**src/rtl/mmio_demux_pkg.sv**
```systemverilog
// Shared definitions for the MMIO demultiplexer: region encoding,
// region address windows and GPIO register offsets.
package mmio_demux_pkg;

  typedef enum logic [1:0] {
    RGN_DM   = 2'd0,
    RGN_ACC  = 2'd1,
    RGN_GPIO = 2'd2,
    RGN_NONE = 2'd3
  } region_e;

  // Region windows, expressed on the low 12 address bits. Any set bit
  // above bit 11 places an address outside every window.
  localparam logic [11:0] DM_BASE    = 12'h000;
  localparam logic [11:0] DM_LIMIT   = 12'h7FF;
  localparam logic [11:0] ACC_BASE   = 12'h800;
  localparam logic [11:0] ACC_LIMIT  = 12'h8FF;
  localparam logic [11:0] GPIO_BASE  = 12'h900;
  localparam logic [11:0] GPIO_LIMIT = 12'h9FF;

  // Word offsets inside the GPIO window.
  localparam logic [7:0] GPIO_OFF_GPI    = 8'h00;
  localparam logic [7:0] GPIO_OFF_GPO    = 8'h08;
  localparam logic [7:0] GPIO_OFF_STATUS = 8'h0C;

  // Inclusive window test on the low address bits.
  function automatic logic in_window(input logic [11:0] a,
                                     input logic [11:0] lo,
                                     input logic [11:0] hi);
    return (a >= lo) && (a <= hi);
  endfunction

endpackage

```
**src/rtl/mmio_addr_decode.sv**
```systemverilog
// Purely combinational address decoder: CPU byte address in, region out.
// Window limits all end on a word boundary, so addr[1:0] never changes
// the outcome.
module mmio_addr_decode
  import mmio_demux_pkg::*;
#(
  parameter int ADDR_WIDTH = 32
) (
  input  logic [ADDR_WIDTH-1:0] addr,
  output region_e               region
);

  logic [11:0] addr_lo;
  logic        addr_hi_nz;

  // Classify the address into one of the four regions.
  always_comb begin
    addr_lo    = addr[11:0];
    addr_hi_nz = |addr[ADDR_WIDTH-1:12];
    region     = RGN_NONE;
    if (!addr_hi_nz) begin
      if (in_window(addr_lo, DM_BASE, DM_LIMIT)) begin
        region = RGN_DM;
      end else if (in_window(addr_lo, ACC_BASE, ACC_LIMIT)) begin
        region = RGN_ACC;
      end else if (in_window(addr_lo, GPIO_BASE, GPIO_LIMIT)) begin
        region = RGN_GPIO;
      end
    end
  end

endmodule

```
**src/rtl/mmio_demux.sv**
```systemverilog
// CPU-side MMIO demultiplexer: routes stores to data memory, accelerator
// or the local GPIO block, and returns load data with a fixed one-cycle
// latency for every region. Owns the GPIO registers and a sticky error
// flag for accesses that hit no region.
module mmio_demux
  import mmio_demux_pkg::*;
#(
  parameter int DATA_WIDTH = 32,
  parameter int ADDR_WIDTH = 32
) (
  input  logic                  clk,
  input  logic                  rst,
  input  logic                  we,
  input  logic [ADDR_WIDTH-1:0] addr,
  input  logic [DATA_WIDTH-1:0] wd,
  output logic [DATA_WIDTH-1:0] rd,
  output logic                  we_dm,
  output logic                  we_acc,
  input  logic [DATA_WIDTH-1:0] dm_rd,
  input  logic [DATA_WIDTH-1:0] acc_rd,
  input  logic [DATA_WIDTH-1:0] gpio_in,
  output logic [DATA_WIDTH-1:0] gpio_out,
  output logic                  err
);

  region_e               region;
  logic [7:0]            gpio_off;
  logic                  gpio_wr;
  logic                  err_set;
  logic                  err_clr;

  logic [DATA_WIDTH-1:0] sync1_d,   sync1_q;
  logic [DATA_WIDTH-1:0] sync2_d,   sync2_q;
  logic [DATA_WIDTH-1:0] gpo_d,     gpo_q;
  logic                  err_d,     err_q;
  region_e               rd_sel_d,  rd_sel_q;
  logic [DATA_WIDTH-1:0] rd_gpio_d, rd_gpio_q;

  mmio_addr_decode #(
    .ADDR_WIDTH (ADDR_WIDTH)
  ) u_decode (
    .addr   (addr),
    .region (region)
  );

  // Same-cycle write strobes and GPIO register selection.
  always_comb begin
    we_dm    = we && (region == RGN_DM);
    we_acc   = we && (region == RGN_ACC);
    gpio_off = {addr[7:2], 2'b00};
    gpio_wr  = we && (region == RGN_GPIO);
  end

  // Next-state for synchronizer, GPIO registers, error flag and read path.
  always_comb begin
    sync1_d = gpio_in;
    sync2_d = sync1_q;

    gpo_d = gpo_q;
    if (gpio_wr && (gpio_off == GPIO_OFF_GPO)) begin
      gpo_d = wd;
    end

    // Every cycle counts as a read, so an unmapped address always sets
    // the flag. Set has priority over a STATUS clear.
    err_set = (region == RGN_NONE);
    err_clr = gpio_wr && (gpio_off == GPIO_OFF_STATUS) && wd[0];
    err_d   = err_q;
    if (err_clr) begin
      err_d = 1'b0;
    end
    if (err_set) begin
      err_d = 1'b1;
    end

    rd_sel_d = region;

    // Read value is taken from current (pre-write) register contents.
    rd_gpio_d = '0;
    if (region == RGN_GPIO) begin
      case (gpio_off)
        GPIO_OFF_GPI:    rd_gpio_d    = sync2_q;
        GPIO_OFF_GPO:    rd_gpio_d    = gpo_q;
        GPIO_OFF_STATUS: rd_gpio_d[0] = err_q;
        default:         rd_gpio_d    = '0;
      endcase
    end
  end

  // State registers; reset drops any pending read and any GPIO store.
  always_ff @(posedge clk) begin
    if (rst) begin
      sync1_q   <= '0;
      sync2_q   <= '0;
      gpo_q     <= '0;
      err_q     <= 1'b0;
      rd_sel_q  <= RGN_NONE;
      rd_gpio_q <= '0;
    end else begin
      sync1_q   <= sync1_d;
      sync2_q   <= sync2_d;
      gpo_q     <= gpo_d;
      err_q     <= err_d;
      rd_sel_q  <= rd_sel_d;
      rd_gpio_q <= rd_gpio_d;
    end
  end

  // Load data return, steered by the region registered last cycle.
  always_comb begin
    rd = '0;
    case (rd_sel_q)
      RGN_DM:   rd = dm_rd;
      RGN_ACC:  rd = acc_rd;
      RGN_GPIO: rd = rd_gpio_q;
      default:  rd = '0;
    endcase
    gpio_out = gpo_q;
    err      = err_q;
  end

endmodule

```
**config.mk**
```make
export PLATFORM = sky130hd
export DESIGN_NAME = mmio_demux
export DESIGN_NICKNAME = d
export VERILOG_FILES = /design/src/rtl/mmio_demux_pkg.sv /design/src/rtl/mmio_addr_decode.sv /design/src/rtl/mmio_demux.sv
export SDC_FILE = /design/constraint.sdc
export NUM_CORES = 1
export LEC_CHECK = 0
export ABC_AREA = 1
export CORE_AREA = 2 2 80 159
export CTS_CLUSTER_SIZE = 14
export DETAILED_ROUTE_END_ITERATION = 16
export DIE_AREA = 0 0 82 161
export PLACE_DENSITY = 0.83
export SETUP_SLACK_MARGIN = 0.3
export SYNTH_ARGS = -nofsm -noshare
export SYNTH_HDL_FRONTEND = slang
export SYNTH_HIERARCHICAL = 1
export SYNTH_SLANG_ARGS = --single-unit
```
**constraint.sdc**
```tcl
create_clock -name clk -period 2.84 [get_ports clk]
set_input_delay 0.284 -clock clk [delete_from_list [all_inputs] [get_ports clk]]
set_output_delay 0.284 -clock clk [all_outputs]
set_load 0.005 [all_outputs]
```
Word level (Yosys, flattened, before mapping) --
Cells that the tools add are included.
Storage, ports and cells: register bits 131
Operators by class: magnitude comparators 6, multiplexer cells 9, reduce and logical (&&, ||, !) cells 15, bitwise gates (word level) 1, equality and inequality tests 7
Operators with widths (count):
- case mux 32 bit (3 select lines) | 1
- case mux 31 bit (2 select lines) | 1
- >= comparator 12 bit (second input constant) | 2
- <= comparator 12 bit (second input constant) | 2
- OR reduction 20 bit | 1
- equality test 6 x 2 -> 1 bit (second input constant) | 2
- >= comparator 12 x 1 -> 1 bit (second input constant) | 1
- <= comparator 12 x 11 -> 1 bit (second input constant) | 1
- logical AND 1 bit | 9
- zero test 8 bit | 1
- equality test 2 bit (second input constant) | 3
- 2-to-1 mux 2 bit | 3
- equality test 2 x 1 -> 1 bit (second input constant) | 2
- zero test 2 bit | 2
- 2-to-1 mux 1 bit | 3
- case mux 1 bit (3 select lines) | 1
- nonzero test 2 bit | 1
- OR reduction 2 bit | 1
- NOT 1 bit | 1

Longest topological paths before layout --
depth after elaboration 12, gate-level depth with buffers 11, gate-level depth less buffers 10

Cells and area by module --
The synthesis kept the hierarchy.
By module, submodules not included:
- mmio_demux | area each 5200.0 µm², cells each 721, times used 1
- mmio_addr_decode | area each 108.9 µm², cells each 25, times used 1

Worst setup path before layout --
No wires, ideal clock.
path type input -> register, start input addr[27], end register gpo_q[23], in the netlist gpio_out[23], setup slack 1.328 ns, arrival time 1.399 ns, path buffers 1, stages 11, data required time 2.727 ns, library setup time 0.113 ns, cells stage by stage nor2_1 -> nand2_1 -> nor2_2 -> nand4_1 -> inv_1 -> nand3_1 -> nor2_4 -> buf_4 -> nand2_1 -> nand2_1 -> nor2_1
Between the ends: word-level cells in the longest chain between the ends 5
Ends and longest elaborated chain:
- start: declaration | line mmio_demux.sv:14 | input logic [ADDR_WIDTH-1:0] addr,
- OR reduction 20 bit | line mmio_addr_decode.sv:19 | addr_hi_nz = |addr[ADDR_WIDTH-1:12];
- 2-to-1 mux 2 bit | line mmio_addr_decode.sv:21 | if (!addr_hi_nz) begin
- net rd_sel_d[0] | line mmio_demux.sv:36 | region_e rd_sel_d, rd_sel_q;
- equality test 2 bit | line mmio_demux.sv:51 | gpio_wr = we && (region == RGN_GPIO);
- logical AND 1 bit | line mmio_demux.sv:51
- logical AND 1 bit | line mmio_demux.sv:60 | if (gpio_wr && (gpio_off == GPIO_OFF_GPO)) begin
- end signal: assignment | line mmio_demux.sv:102 | gpo_q <= gpo_d;
- end: declaration | line mmio_demux.sv:34 | logic [DATA_WIDTH-1:0] gpo_d, gpo_q;
The timed path passes the listed nets, and every way through them passes these cells. A chain may end at the register's enable or synchronous reset.

Worst setup path after layout --
start input addr[19], end output we_dm
Between the ends: word-level cells in the longest chain between the ends 4
Ends and longest elaborated chain:
- OR reduction 20 bit | line mmio_addr_decode.sv:19
- 2-to-1 mux 2 bit | line mmio_addr_decode.sv:21
- net rd_sel_d[1] | line mmio_demux.sv:36
- zero test 2 bit | line mmio_demux.sv:48 | we_dm = we && (region == RGN_DM);
- logical AND 1 bit | line mmio_demux.sv:48
- end: declaration | line mmio_demux.sv:17 | output logic we_dm,
The timed path passes the listed nets, and every way through them passes these cells.

==> impl_summary.txt <==
----------------------------------------------------
[Pwr]
  Leak ... 3.47 nW
  Clock network fraction of total power ... 0.503
  Cell Int Power ... 0.00365 W
  P_sw ... 0.000882 W
  Overall power consumption ... 0.00453 W
  Peak supply drop ... 0.403 mV
  Comb power frac ... 0.079
  Cell Pwr Density ... 547 nW/um^2
  Share of total power consumed by net switching ... 0.195
  Sequential Power Share ... 0.418

[Timing]
  Setup repair after global routing missed its margin ... no
  Fin crit period ... 2.38 ns
  Worst setup margin ... 0.459 ns
  Final Hold Fails ... 0
  Slew Limit Headroom ... 0.272
  Maximum frequency from static timing analysis ... 420 MHz
  Slew at the pin with the worst max-slew slack ... 1.09 ns
  Final Max Tran Viols ... 0
  Period utilisation layout ... 0.838
  Count of endpoints failing setup in the final report ... 0
  Largest clock skew in the final design ... 0.00538 ns
  WHS ... 0.163 ns
  Sum of negative setup slack ... 0 ns

[Final layout]
  Number of nets at the end of the flow ... 1120
  Total area of multi-input combinational cells ... 1970 um^2
  Share of the core filled with cells in the final layout ... 0.692
  Sequential Area ... 2620 um^2
  Antenna Cells ... 0
  Fraction of layout cells with a size suffix above 1 ... 0.0495
  Number of filler instances in the final layout ... 970
  Area overhead of the layout relative to synthesis ... 56.2%

[Floorplan]
  Floorplan core area ... 12000 um^2
  Die Footprint ... 13200 um^2
  Number of top-level pins ... 230
  Effective utilization at floorplan ... 0.443
  Die X-Extent ... 82 um
  Floorplan die height ... 161 um
  Number of placement rows ... 57

[Global route]
  Via count of the first global-routing pass ... 4988
  Maximum number of pins on one net before global-route repair ... 66
  Global-route wire length before repair ... 22600 um
  Number of antenna violations at the first check in global routing ... 0
  Gr ovfl total ... 0
  Overall fraction of global-route tracks in use ... 0.220

[Yosys]
  Most instantiated flip-flop cell in the synthesis netlist ... dfxtp_1
  Number of enable-type register cells in the synthesized netlist ... 0
  Syn. warnings ... 6
  Share of flip-flops with an asynchronous set or reset ... 0
  Top cell type's share of synthesized area ... 0.494
  Number of register bits inferred by synthesis ... 131
  Ranking of synthesized cells by instance count ... nor2_1, inv_1, nand2_1, dfxtp_1, nand4_1
  Yosys cell types ... 21
  Cell area after synthesis ... 5310 um^2
  Post-synthesis net count ... 909
  Fraction of the yosys area taken by sequential cells ... 0.494
  Most common cell in the netlist ... nor2_1
  Cell types occupying the most area after synthesis ... dfxtp_1, nor2_1, inv_1
  Cell type contributing the most total cell area after synthesis ... dfxtp_1
  Cell count after synthesis ... 746
  Post-Synthesis Mean Instance Area ... 7.12 um^2

[CTS]
  Clock-pin slew on the worst setup and hold paths ... 0.05 ns
  TritonCTS buffer count ... 17
  Count of hold-fix buffers inserted at cts ... 0
  Post-CTS Setup Repair Bufs ... 0
  Clock latency on the worst-skew pair ... 0.40 ns
  H-Tree Depth ... 4
  Master cell of the clock root buffer ... clkbuf_16
  TritonCTS clock tree ... done
  Largest buffer count on any clock path ... 2
  Clock sink total ... 131

[Detailed routing]
  Overall routed net length ... 14500 um
  Detailed Routing Iterations Pass 1 ... 5
  Total number of vias ... 5248
  Count of unresolved DRC violations after routing ... 0
  Mean number of vias per cell ... 4.70
  Wire per inst ... 13.0 um
  Antenna viol nets, final ... 0
  Number of DRC markers after the initial detailed-route iteration ... 164

[Hold path]
  Worst min-delay path class ... in -> reg
  Hold path startpoint ... rst

[Critical path]
  Kind of end point of the critical path ... output pin
  Crit path launch ... addr[19]
  Crit path launch type ... input port
  Data required, critical path ... 2.56 ns
  Arrival time at the worst endpoint ... 2.10 ns
  Largest driver fanout on the critical path ... 6
  Startpoint-to-endpoint class of the critical path ... in -> out
  Launch point of the worst reg-to-reg path ... err

[Run]
  MaxCap Viol Count ... 0

[Place]
  Routability Congestion ... 0.754
  Count of input and output buffers ... 227
  Setup Slack @ Placement ... 0.204 ns
  Final HPWL from detailed placement ... 10200 um

[Outcome]
  Result of the run ... completed

----------------------------------------------------
-- flip-flops by register name, summed over array words and instances, names as in the netlist --
name and count:
rd_sel_q 2, err 1, sync1_q 32, sync2_q 32, rd_gpio_q 32, gpio_out 32
-- area by class of cell --
type | instances | area share
timing repair buffer | 237 | 0.284
inverter | 141 | 0.0638
clock buffer | 24 | 0.0581
multi-input combinational | 429 | 0.237
sequential | 131 | 0.316
clock inverter | 8 | 0.0180
tap | 147 | 0.0222
-- path summary, 6_finish.rpt --
path,slack [ns],to,cells past startpoint
worst max-delay path,0.46,we_dm,7
worst min-delay path,0.16,rd_sel_q[0],3
worst min register to register,0.40,sync2_q[8],2
worst max register to register,2.07,err,3
-- power groups by stage --
stage | clock (W) | combinational, W | sequential (W)
after global routing | 0.00239 | 0.000392 | 0.00190
after CTS | 0.00230 | 0.000361 | 0.00189
after global placement | 0 | 0.000351 | 0.00193
after detailed placement | 0 | 0.000358 | 0.00193
final | 0.00228 | 0.000358 | 0.00189
after floorplan | 0 | 0.000106 | 0.00193
-- per-layer routing --
metal  global-route usage  vias up  wire (um)
met4               0.0644        0        180
met3               0.0743       14       1340
met5                    0        -          0
met2                0.395      229       7340
met1                0.235     2296       5650
li1                     -     2709          -
-- timing repair --
| item | 4_1_cts | 5_1_grt |
|---|---|---|
| gates cloned | 0 | 0 |
| pin swaps | 0 | 1 |
| endpoints found under the setup margin | 32 | 10 |
| resized for setup | 1 | 3 |
-- kinds of logic (layout without fill, tap and decap cells) --
kind of cell,count (synthesis),in the layout,synth area share
buf+inv,186,410,0.138
compound gates,65,65,0.0768
simple gates,364,364,0.291
flops,131,131,0.494
-- worst max-delay path, stage by stage --
cell	delay, ns
clkdlybuf4s50_1	0.39
nor2_1	0.14
nand2_1	0.07
nor2_1	0.17
nand4_1	0.25
nor3_1	0.26
clkdlybuf4s50_1	0.53
-- cell usage in the layout (no fill, tap or decap), drive strengths merged --
| cell | count |
|---|---|
| a21oi | 32 |
| and2 | 1 |
| buf | 11 |
| bufinv | 4 |
| clkbuf | 24 |
| clkdlybuf4s50 | 226 |
| clkinv | 3 |
| clkinvlp | 2 |
| dfxtp | 131 |
| inv | 140 |
| nand2 | 138 |
| nand3 | 37 |
| nand3b | 1 |
| nand4 | 37 |
| nor2 | 147 |
| nor3 | 2 |
| o211ai | 32 |
| o21bai | 1 |
| or2 | 1 |
-- through the flow --
step	instance area [um^2]	std cells
6_report	8290	1117
5_1_grt	8290	1117
4_1_cts	8280	1117
3_5_place_dp	7650	1085
3_3_place_gp	7650	1085
2_1_floorplan	5310	746
No activity file was read; power rests on OpenSTA's default activity.
